`src/rtl/seg_scan_if.sv`:
```
// Bundle of the scan-driver stimulus and display outputs shared between
// the digit scanner side (master) and the segment driver (slave).
interface seg_scan_if;
  logic [2:0]  digit_sel;
  logic        value_load;
  logic [31:0] value_in;
  logic [7:0]  dp_in;
  logic [7:0]  digit_en;
  logic        lz_suppress;
  logic [7:0]  an;
  logic [6:0]  seg;
  logic        dp;
  logic        update_pending;

  modport master (
    output digit_sel, value_load, value_in, dp_in, digit_en, lz_suppress,
    input  an, seg, dp, update_pending
  );

  modport slave (
    input  digit_sel, value_load, value_in, dp_in, digit_en, lz_suppress,
    output an, seg, dp, update_pending
  );
endinterface

```
`src/rtl/seg_scan_driver.sv`:
```
// 8-digit multiplexed 7-segment driver: hex decode, one-hot anode drive,
// anti-ghost blanking between digits and frame-atomic shadow/active commit.
module seg_scan_driver #(
  parameter int BLANK_CYCLES = 4,
  parameter bit ACTIVE_LOW   = 1'b1
) (
  input logic       clk,
  input logic       rst,
  seg_scan_if.slave bus
);

  typedef enum logic [0:0] {
    ST_BLANK = 1'b0,
    ST_DRIVE = 1'b1
  } state_t;

  localparam logic [7:0] BLANK_INIT   = 8'(BLANK_CYCLES);
  localparam logic [7:0] BLANK_RELOAD = (BLANK_CYCLES > 0) ? 8'(BLANK_CYCLES - 1) : 8'd0;
  localparam logic [7:0] AN_OFF       = ACTIVE_LOW ? 8'hFF : 8'h00;
  localparam logic [6:0] SEG_OFF      = ACTIVE_LOW ? 7'h7F : 7'h00;
  localparam logic       DP_OFF       = ACTIVE_LOW;

  // Segment pattern {g,f,e,d,c,b,a}, high-true; b and d are lowercase glyphs.
  function automatic logic [6:0] hex7(input logic [3:0] nib);
    case (nib)
      4'h0:    hex7 = 7'h3F;
      4'h1:    hex7 = 7'h06;
      4'h2:    hex7 = 7'h5B;
      4'h3:    hex7 = 7'h4F;
      4'h4:    hex7 = 7'h66;
      4'h5:    hex7 = 7'h6D;
      4'h6:    hex7 = 7'h7D;
      4'h7:    hex7 = 7'h07;
      4'h8:    hex7 = 7'h7F;
      4'h9:    hex7 = 7'h6F;
      4'hA:    hex7 = 7'h77;
      4'hB:    hex7 = 7'h7C;
      4'hC:    hex7 = 7'h39;
      4'hD:    hex7 = 7'h5E;
      4'hE:    hex7 = 7'h79;
      4'hF:    hex7 = 7'h71;
      default: hex7 = 7'h00;
    endcase
  endfunction

  state_t      state_r, state_s;
  logic [7:0]  cnt_r, cnt_s;
  logic [2:0]  sel_r;
  logic [31:0] shadow_val_r, active_val_r;
  logic [7:0]  shadow_dp_r, active_dp_r;
  logic        pending_r;
  logic [7:0]  an_r, an_s;
  logic [6:0]  seg_r, seg_s;
  logic        dp_r, dp_s;
  logic        change_s, wrap_s;
  logic [7:0]  nib_zero_s, zero_above_s;
  logic [3:0]  nib_s;
  logic        suppress_s;

  assign change_s = (bus.digit_sel != sel_r);
  assign wrap_s   = change_s && (bus.digit_sel < sel_r);

  // Blanking FSM state register
  always_ff @(posedge clk or posedge rst) begin
    if (rst) begin
      state_r <= ST_BLANK;
      cnt_r   <= BLANK_INIT;
    end else begin
      state_r <= state_s;
      cnt_r   <= cnt_s;
    end
  end

  // Next state: any digit change restarts the full blank interval
  always_comb begin
    state_s = state_r;
    cnt_s   = cnt_r;
    if (change_s) begin
      if (BLANK_CYCLES == 0) begin
        state_s = ST_DRIVE;
        cnt_s   = 8'd0;
      end else begin
        state_s = ST_BLANK;
        cnt_s   = BLANK_RELOAD;
      end
    end else begin
      case (state_r)
        ST_BLANK: begin
          if (cnt_r == 8'd0) begin
            state_s = ST_DRIVE;
          end else begin
            cnt_s = cnt_r - 8'd1;
          end
        end
        ST_DRIVE: state_s = ST_DRIVE;
        default: begin
          state_s = ST_BLANK;
          cnt_s   = BLANK_INIT;
        end
      endcase
    end
  end

  // Select register plus shadow/active display data
  always_ff @(posedge clk or posedge rst) begin
    if (rst) begin
      sel_r        <= 3'd0;
      shadow_val_r <= 32'd0;
      shadow_dp_r  <= 8'd0;
      active_val_r <= 32'd0;
      active_dp_r  <= 8'd0;
      pending_r    <= 1'b0;
    end else begin
      sel_r <= bus.digit_sel;
      if (bus.value_load && wrap_s) begin
        shadow_val_r <= bus.value_in;
        shadow_dp_r  <= bus.dp_in;
        active_val_r <= bus.value_in;
        active_dp_r  <= bus.dp_in;
        pending_r    <= 1'b0;
      end else if (bus.value_load) begin
        shadow_val_r <= bus.value_in;
        shadow_dp_r  <= bus.dp_in;
        pending_r    <= 1'b1;
      end else if (wrap_s) begin
        active_val_r <= shadow_val_r;
        active_dp_r  <= shadow_dp_r;
        pending_r    <= 1'b0;
      end
    end
  end

  // Leading-zero detect: bit k set when nibbles k..7 of active are all zero
  always_comb begin
    nib_zero_s   = 8'd0;
    zero_above_s = 8'd0;
    for (int k = 0; k < 8; k++) begin
      nib_zero_s[k] = (active_val_r[4*k +: 4] == 4'd0);
    end
    for (int k = 0; k < 8; k++) begin
      zero_above_s[k] = &(nib_zero_s | 8'((8'd1 << k) - 8'd1));
    end
  end

  assign nib_s      = active_val_r[{sel_r, 2'b00} +: 4];
  assign suppress_s = !bus.digit_en[sel_r] ||
                      (bus.lz_suppress && (sel_r != 3'd0) && zero_above_s[sel_r]);

  // Drive values for the next output edge
  always_comb begin
    an_s  = AN_OFF;
    seg_s = SEG_OFF;
    dp_s  = DP_OFF;
    if ((state_r == ST_DRIVE) && !suppress_s) begin
      an_s  = AN_OFF ^ 8'(8'd1 << sel_r);
      seg_s = SEG_OFF ^ hex7(nib_s);
      dp_s  = DP_OFF ^ active_dp_r[sel_r];
    end else begin
      an_s  = AN_OFF;
      seg_s = SEG_OFF;
      dp_s  = DP_OFF;
    end
  end

  // Registered display outputs
  always_ff @(posedge clk or posedge rst) begin
    if (rst) begin
      an_r  <= AN_OFF;
      seg_r <= SEG_OFF;
      dp_r  <= DP_OFF;
    end else begin
      an_r  <= an_s;
      seg_r <= seg_s;
      dp_r  <= dp_s;
    end
  end

  assign bus.an             = an_r;
  assign bus.seg            = seg_r;
  assign bus.dp             = dp_r;
  assign bus.update_pending = pending_r;

endmodule
```
`src/flat_wrapper.sv`:
```
// flat-port wrapper written by rule: the top's interface ports become plain ports
module seg_scan_driver_flat 
#(
  parameter int BLANK_CYCLES = 4,
  parameter bit ACTIVE_LOW   = 1'b1
)
  (clk, rst, bus_digit_sel, bus_value_load, bus_value_in, bus_dp_in, bus_digit_en, bus_lz_suppress, bus_an, bus_seg, bus_dp, bus_update_pending);
  seg_scan_if bus_i ();
  input logic clk;
  input logic rst;
  input wire logic [$bits(bus_i.digit_sel)-1:0] bus_digit_sel;
  input wire logic [$bits(bus_i.value_load)-1:0] bus_value_load;
  input wire logic [$bits(bus_i.value_in)-1:0] bus_value_in;
  input wire logic [$bits(bus_i.dp_in)-1:0] bus_dp_in;
  input wire logic [$bits(bus_i.digit_en)-1:0] bus_digit_en;
  input wire logic [$bits(bus_i.lz_suppress)-1:0] bus_lz_suppress;
  output wire logic [$bits(bus_i.an)-1:0] bus_an;
  output wire logic [$bits(bus_i.seg)-1:0] bus_seg;
  output wire logic [$bits(bus_i.dp)-1:0] bus_dp;
  output wire logic [$bits(bus_i.update_pending)-1:0] bus_update_pending;
  assign bus_i.digit_sel = bus_digit_sel;
  assign bus_i.value_load = bus_value_load;
  assign bus_i.value_in = bus_value_in;
  assign bus_i.dp_in = bus_dp_in;
  assign bus_i.digit_en = bus_digit_en;
  assign bus_i.lz_suppress = bus_lz_suppress;
  assign bus_an = bus_i.an;
  assign bus_seg = bus_i.seg;
  assign bus_dp = bus_i.dp;
  assign bus_update_pending = bus_i.update_pending;
  seg_scan_driver #(.BLANK_CYCLES(BLANK_CYCLES), .ACTIVE_LOW(ACTIVE_LOW)) u_core (.clk(clk), .rst(rst), .bus(bus_i));
endmodule
```
`config.mk`:
```
export PLATFORM = sky130hd
export DESIGN_NAME = seg_scan_driver_flat
export DESIGN_NICKNAME = d
export VERILOG_FILES = /design/src/rtl/seg_scan_if.sv /design/src/rtl/seg_scan_driver.sv /design/src/flat_wrapper.sv
export SDC_FILE = /design/constraint.sdc
export NUM_CORES = 1
export LEC_CHECK = 0
export ABC_AREA = 1
export BUFFER_PORTS_ARGS = -buffer_cell sky130_fd_sc_hd__buf_4
export CAP_MARGIN = 20
export CORE_MARGIN = 2
export CORE_UTILIZATION = 44
export DETAILED_ROUTE_END_ITERATION = 10
export MAX_ROUTING_LAYER = met4
export PLACE_DENSITY = 0.75
export SLEW_MARGIN = 20
export SYNTH_ARGS = -nofsm -noshare
export SYNTH_HDL_FRONTEND = slang
export SYNTH_SLANG_ARGS = --single-unit
```
`constraint.sdc`:
```
create_clock -name clk -period 3.9 [get_ports clk]
set_input_delay 0.78 -clock clk [delete_from_list [all_inputs] [get_ports clk]]
set_output_delay 0.78 -clock clk [all_outputs]
set_load 0.005 [all_outputs]
```
After elaboration in Yosys (flattened, before gate mapping)
Memories as Yosys holds them, arrays and structs flattened.
Index checks and enable logic that the tools add are counted.
- magnitude comparators: 2
- mux-type cells: 29
- reduce and logical (&&, ||, !) cells: 30
- eq/ne operators: 4
- add/sub/neg operators: 1
- bitwise logic cells: 4
- shift-type cells: 2
- operators with widths (operator ; count):
    $mux 32 ; 5
    $mux 8 ; 9
    $logic_not 4->1 ; 8
    $shiftx 32x6->4 ; 1
    $mux 7 ; 2
    $bmux 1 s3 ; 3
    $mux 1 ; 9
    $logic_not 8->1 ; 1
    $not 8->8 ; 1
    $reduce_and 8->1 ; 1
    $shl 1x3->8 const A ; 1
    $sub 8x1->8 const B ; 1
    $not 7->7 ; 1
    $reduce_and 7->1 ; 1
    $reduce_and 2->1 ; 3
    $reduce_and 6->1 ; 1
    $reduce_bool 3->1 ; 2
    $logic_and 1x1->1 ; 5
    $reduce_and 5->1 ; 1
    $lt 3x4->1 const B ; 1
    $ne 2x1->1 const B ; 2
    $reduce_and 4->1 ; 1
    $reduce_bool 2->1 ; 2
    $lt 3x3->1 ; 1
    other kinds (7) ; 9
- register bits after elaboration: 109
- ROM bits: 112
- output and inout bits: 17
- logic and storage cells: 84
- memories: 1
- memories (name ; depth ; width ; rd ports ; clocked after Yosys merged registers in ; write ports ; RTL line ; source):
    (no name shown) ; 16 ; 7 ; 1 ; 0 ; 0 ; seg_scan_driver.sv:25 ; case (nib)

Longest topological paths before layout
- word-level depth: 11
- mapped depth: 15

Worst setup path after synthesis
OpenSTA, ideal clock, no wires.
- path type: input-to-reg
- start point: in bus_digit_sel[2]
- end point: reg u_core.active_dp_r[0]
- data required time: 3.759 ns
- setup slack: 1.873 ns
- cell stages on the path: 6
- path buffers: 1
- arrival time: 1.886 ns
- path through: ha_1 > nand3_1 > inv_2 > nor2_2 > clkbuf_1 > a31oi_1
- word-level cells in the longest chain between the ends: 5
- RTL lines (item ; RTL line ; source):
    start: declaration ; flat_wrapper.sv:11 ; input wire logic [$bits(bus_i.digit_sel)-1:0] bus_digit_sel;
    $lt 3x3->1 or $ne 3x3->1 (tied branches) ; seg_scan_driver.sv:61, seg_scan_driver.sv:60 ;
    $logic_and 1x1->1 * ; seg_scan_driver.sv:61 ; assign wrap_s = change_s && (bus.digit_sel < sel_r);
    $logic_and 1x1->1 ; seg_scan_driver.sv:115 ; if (bus.value_load && wrap_s) begin
    $ne 2x1->1 (no line) or $reduce_bool 2->1 (tied branches) ; - ;
    $reduce_and 2->1 (no line) ; - ;
    end signal: assignment ; seg_scan_driver.sv:119 ; active_dp_r <= bus.dp_in;
    end signal: assignment ; seg_scan_driver.sv:127 ; active_dp_r <= shadow_dp_r;
    end: declaration ; seg_scan_driver.sv:50 ; logic [7:0] shadow_dp_r, active_dp_r;
Every way passes the cells marked *; elsewhere a longest branch is shown, timed or not.
A chain may end at the register's enable or synchronous reset.

Worst setup path after layout
- start point: reg u_core.sel_r[2]
- end point: reg u_core.active_val_r[16]
- word-level cells in the longest chain between the ends: 5
- RTL lines (item ; RTL line ; source):
    start: declaration ; seg_scan_driver.sv:48 ; logic [2:0] sel_r;
    start signal: assignment ; seg_scan_driver.sv:114 ; sel_r <= bus.digit_sel;
    $lt 3x3->1 or $ne 3x3->1 (tied branches) ; seg_scan_driver.sv:61, seg_scan_driver.sv:60 ;
    $logic_and 1x1->1 * ; seg_scan_driver.sv:61 ;
    $logic_and 1x1->1 ; seg_scan_driver.sv:115 ;
    $ne 2x1->1 (no line) or $reduce_bool 2->1 (tied branches) ; - ;
    $reduce_and 2->1 (no line) ; - ;
    end signal: assignment ; seg_scan_driver.sv:118 ; active_val_r <= bus.value_in;
    end signal: assignment ; seg_scan_driver.sv:126 ; active_val_r <= shadow_val_r;
    end: declaration ; seg_scan_driver.sv:49 ; logic [31:0] shadow_val_r, active_val_r;
Marked as above.

==> results.txt <==
Placer Congestion: 0.920
Worst R2R Path Depth: 8
Setup tns final: 0 ns
DRT Wirelength: 11.7 mm
Period Utilization, post-route: 70.9%
Floorplan Core Area: 11400 um2
Max capacitance violation total: 0
Largest net degree at the start of global routing: 82
Mapped Cells: 645
DRC violations left: 0
Initial antenna violation count: 0
FF-to-FF setup slack: 1.13 ns
Cell count after placement: 837
Skew-Pair Late Insertion Delay: 0.35 ns
Slew @ Worst Pin: 0.786 ns
Diode count: 0
Min-delay worst type: reg2reg
Register bit total from synthesis: 109
Number of global-route vias before repair: 4320
Total I/O pin count: 72
Yosys Warn Count: 0
Area Growth Syn to Fin: 17.8%
Worst vdd ir: 0.227 mV
Setup Buffers After CTS: 0
CP required: 4.16 ns
Critical Path AT: 3.03 ns
Global router's overall resource usage: 20.4%
Capturing point of the worst reg2reg path: u_core.active_val_r[16]$_DFFE_PP0P_
Pwr/cell area: 464 nW/um2
Final setup fails: 0
HPWL Detailed: 8.67 mm
Die area: 12600 um2
Syn Nets: 711
Crit-path leading delay family: buffers and inverters
Post-synth ARST share: 100%
Routed WL per cell: 13.7 um
Clock share of power: 33.6%
Synth area leader: dfrtp_1
Post-layout util: 53.3%
Synthesized cell area: 5160 um2
DR vias/cell: 5.08
ANT nets after route: 0
Setup CP Type: reg2reg
Max stage delay on crit path: 0.65 ns
Clock Pin Slew Worst Setup and Hold Paths: 0.07 ns
CP Depth: 8
Startpoint Class: flop
Total grt overflow: 0
Std cell rows: 39
Die X: 112 um
Met3 routed WL: 411 um
Final Net Count: 771
Critical Path Fanout Max: 81
P_int: 1980 uW
Total CTS buffers: 9
Combinational power share: 18.2%
Critical path origin: u_core.sel_r[2]$_DFF_PP0_
Max Slew Vio Count: 0
Metal-1 WL: 5.54 mm
Reg2reg start: u_core.sel_r[2]$_DFF_PP0_
Fraction of layout cells with a size suffix above 1: 17.2%
Main area contributors after synthesis: dfrtp_1 45%, nand2_1 19%, dfstp_2 8.6%, nor2_1 4.9%, o21ai_0 3.6%
Detailed-route via count: 4336
Relative slew slack: 47.6%
Top layer used by detailed routing: met4
P_leak: 0.00312 uW
TritonRoute pass-1 iters: 6
Initial Util: 45.2%
Clock tree sinks: 109
Register area share after synthesis: 53.2%
Worst Clk Skew: 0.00624 ns
Reg power frac: 48.2%
Share of the synthesized area in the top cell type: 44.6%
Final Hold Fails: 0
Top FF cell, synth: dfrtp_1
Clock buffer depth: 2
Clk root buf: clkbuf_16
Critical path buffers and inverters: 3
Critical-path top delay cell: dfrtp_1
Status: finished, final reports clean
Port bufs: 71
Die H: 112 um
Minimum clock period: 2.77 ns
Peak Freq: 0.361 GHz
CP Capture Type: flop
Final cell count without fillers: 853
Crit path cell chain: inv_1 -> ha_1 -> nand3_1 -> inv_2 -> nor2_4 -> buf_4 -> nand2_1 -> o21ai_0
CTS tree: built
Met2 routed WL: 5.49 mm
Post-synth EDFFs: 0
CTS Hold Bufs: 0
CTS H-Tree Depth: 3
Syn avg cell area: 8.01 um2
Sw Share: 29.9%
CP Capture Point: u_core.active_val_r[16]$_DFFE_PP0P_
First-pass GRT wire length: 20.3 mm
First DRT Iteration DRCs: 328
Switching pwr: 844 uW
Resize count post-CTS: 0
Synth cell types: 31
RSZ-0062 raised after global routing: false
## power groups by stage
stage,registers [uW],logic (uW),clock network (uW)
floorplan,1340,380,0
global placement,1380,490,0
detailed placement,1380,510,0
CTS,1360,513,960
global route,1380,598,1010
finish,1360,512,949
## metrics by stage
stage	setup slack, ns	power, uW	hold slack, ns	cell area [um2]
after floorplan	0.274	1720	0.436	5160
after global placement	1.28	1870	0.448	5760
after detailed placement	1.19	1890	0.455	5780
after CTS	1.18	2830	0.472	6080
after global routing	0.884	2990	0.489	6080
final	1.13	2820	0.466	6080
## flip-flops by register name, indices dropped and copies added (netlist names), 3 cells and up
signal and count:
u_core.active_val_r 32, u_core.shadow_val_r 32, u_core.active_dp_r 8, u_core.bus.an 8
u_core.cnt_r 8, u_core.shadow_dp_r 8, u_core.bus.seg 7, u_core.sel_r 3
## layer usage
| metal | global-route usage [%] | vias to the layer above |
|---|---|---|
| li1 | - | 2159 |
| met2 | 31.6 | 103 |
| met1 | 27.9 | 2053 |
| met5 | - | - |
| met3 | 2.38 | 21 |
| met4 | 7.56 | 0 |
## Yosys cell counts (2+ instances only)
| library cell | n |
|---|---|
| nor2_1 | 67 |
| inv_2 | 2 |
| a31oi_1 | 19 |
| buf_2 | 3 |
| nand4_1 | 12 |
| nand2_1 | 261 |
| ha_1 | 11 |
| a21oi_1 | 5 |
| clkbuf_1 | 16 |
| dfrtp_1 | 92 |
| nand3_1 | 28 |
| buf_6 | 5 |
| buf_4 | 2 |
| nand2_2 | 3 |
| o21ai_0 | 37 |
| dfstp_2 | 17 |
| nor2_2 | 2 |
| inv_1 | 47 |
| o22ai_1 | 4 |
## worst min-delay path, stage by stage, from the launching register on
cell and delay, ns:
dfrtp_1 0.32, nand2_1 0.06, nand2_1 0.05
## kinds of logic after synthesis
logic type                 synth area share, %
and+or+nand+nor                           30.0
DFF                                       53.2
buffers and inverters                     6.52
AOI/OAI and AO/OA                         7.27
adders and majority gates                 2.66
xor gates and xnor gates                 0.339
## layout make-up
class	count	area, um2
clock inverter	5	66.3
inverter	50	193
multi-input combinational	460	2080
tap	143	179
timing repair buffer	75	571
fill	1091	5330
clock buffer	11	243
sequential	109	2750
## placed cells by master (no fill, tap or decap), types with 2 or more instances in the layout
cell         n
nand2_1    261
dfrtp_1     92
buf_4       74
nor2_1      67
inv_1       46
o21ai_0     37
nand3_1     28
a31oi_1     19
dfstp_2     17
nand4_1     12
ha_1        11
clkbuf_16    9
a21oi_1      5
o22ai_1      4
nand2_2      3
inv_2        2
nor2_4       2
inv_4        2
inv_6        2
## worst min-delay path by stage
stage / cells after the start / to / from / slack [ns]
after global placement: 2 / u_core.shadow_val_r[31]$_DFFE_PP0P_ / u_core.shadow_val_r[31]$_DFFE_PP0P_ / 0.45
after detailed placement: 2 / u_core.shadow_val_r[11]$_DFFE_PP0P_ / u_core.shadow_val_r[11]$_DFFE_PP0P_ / 0.46
after global routing: 2 / u_core.shadow_val_r[30]$_DFFE_PP0P_ / u_core.shadow_val_r[30]$_DFFE_PP0P_ / 0.49
after CTS: 2 / u_core.shadow_val_r[11]$_DFFE_PP0P_ / u_core.shadow_val_r[11]$_DFFE_PP0P_ / 0.47
after floorplan: 2 / u_core.shadow_dp_r[0]$_DFFE_PP0P_ / u_core.shadow_dp_r[0]$_DFFE_PP0P_ / 0.44
final: 2 / u_core.shadow_dp_r[4]$_DFFE_PP0P_ / u_core.shadow_dp_r[4]$_DFFE_PP0P_ / 0.47
Power figures use the tool's default switching activity.
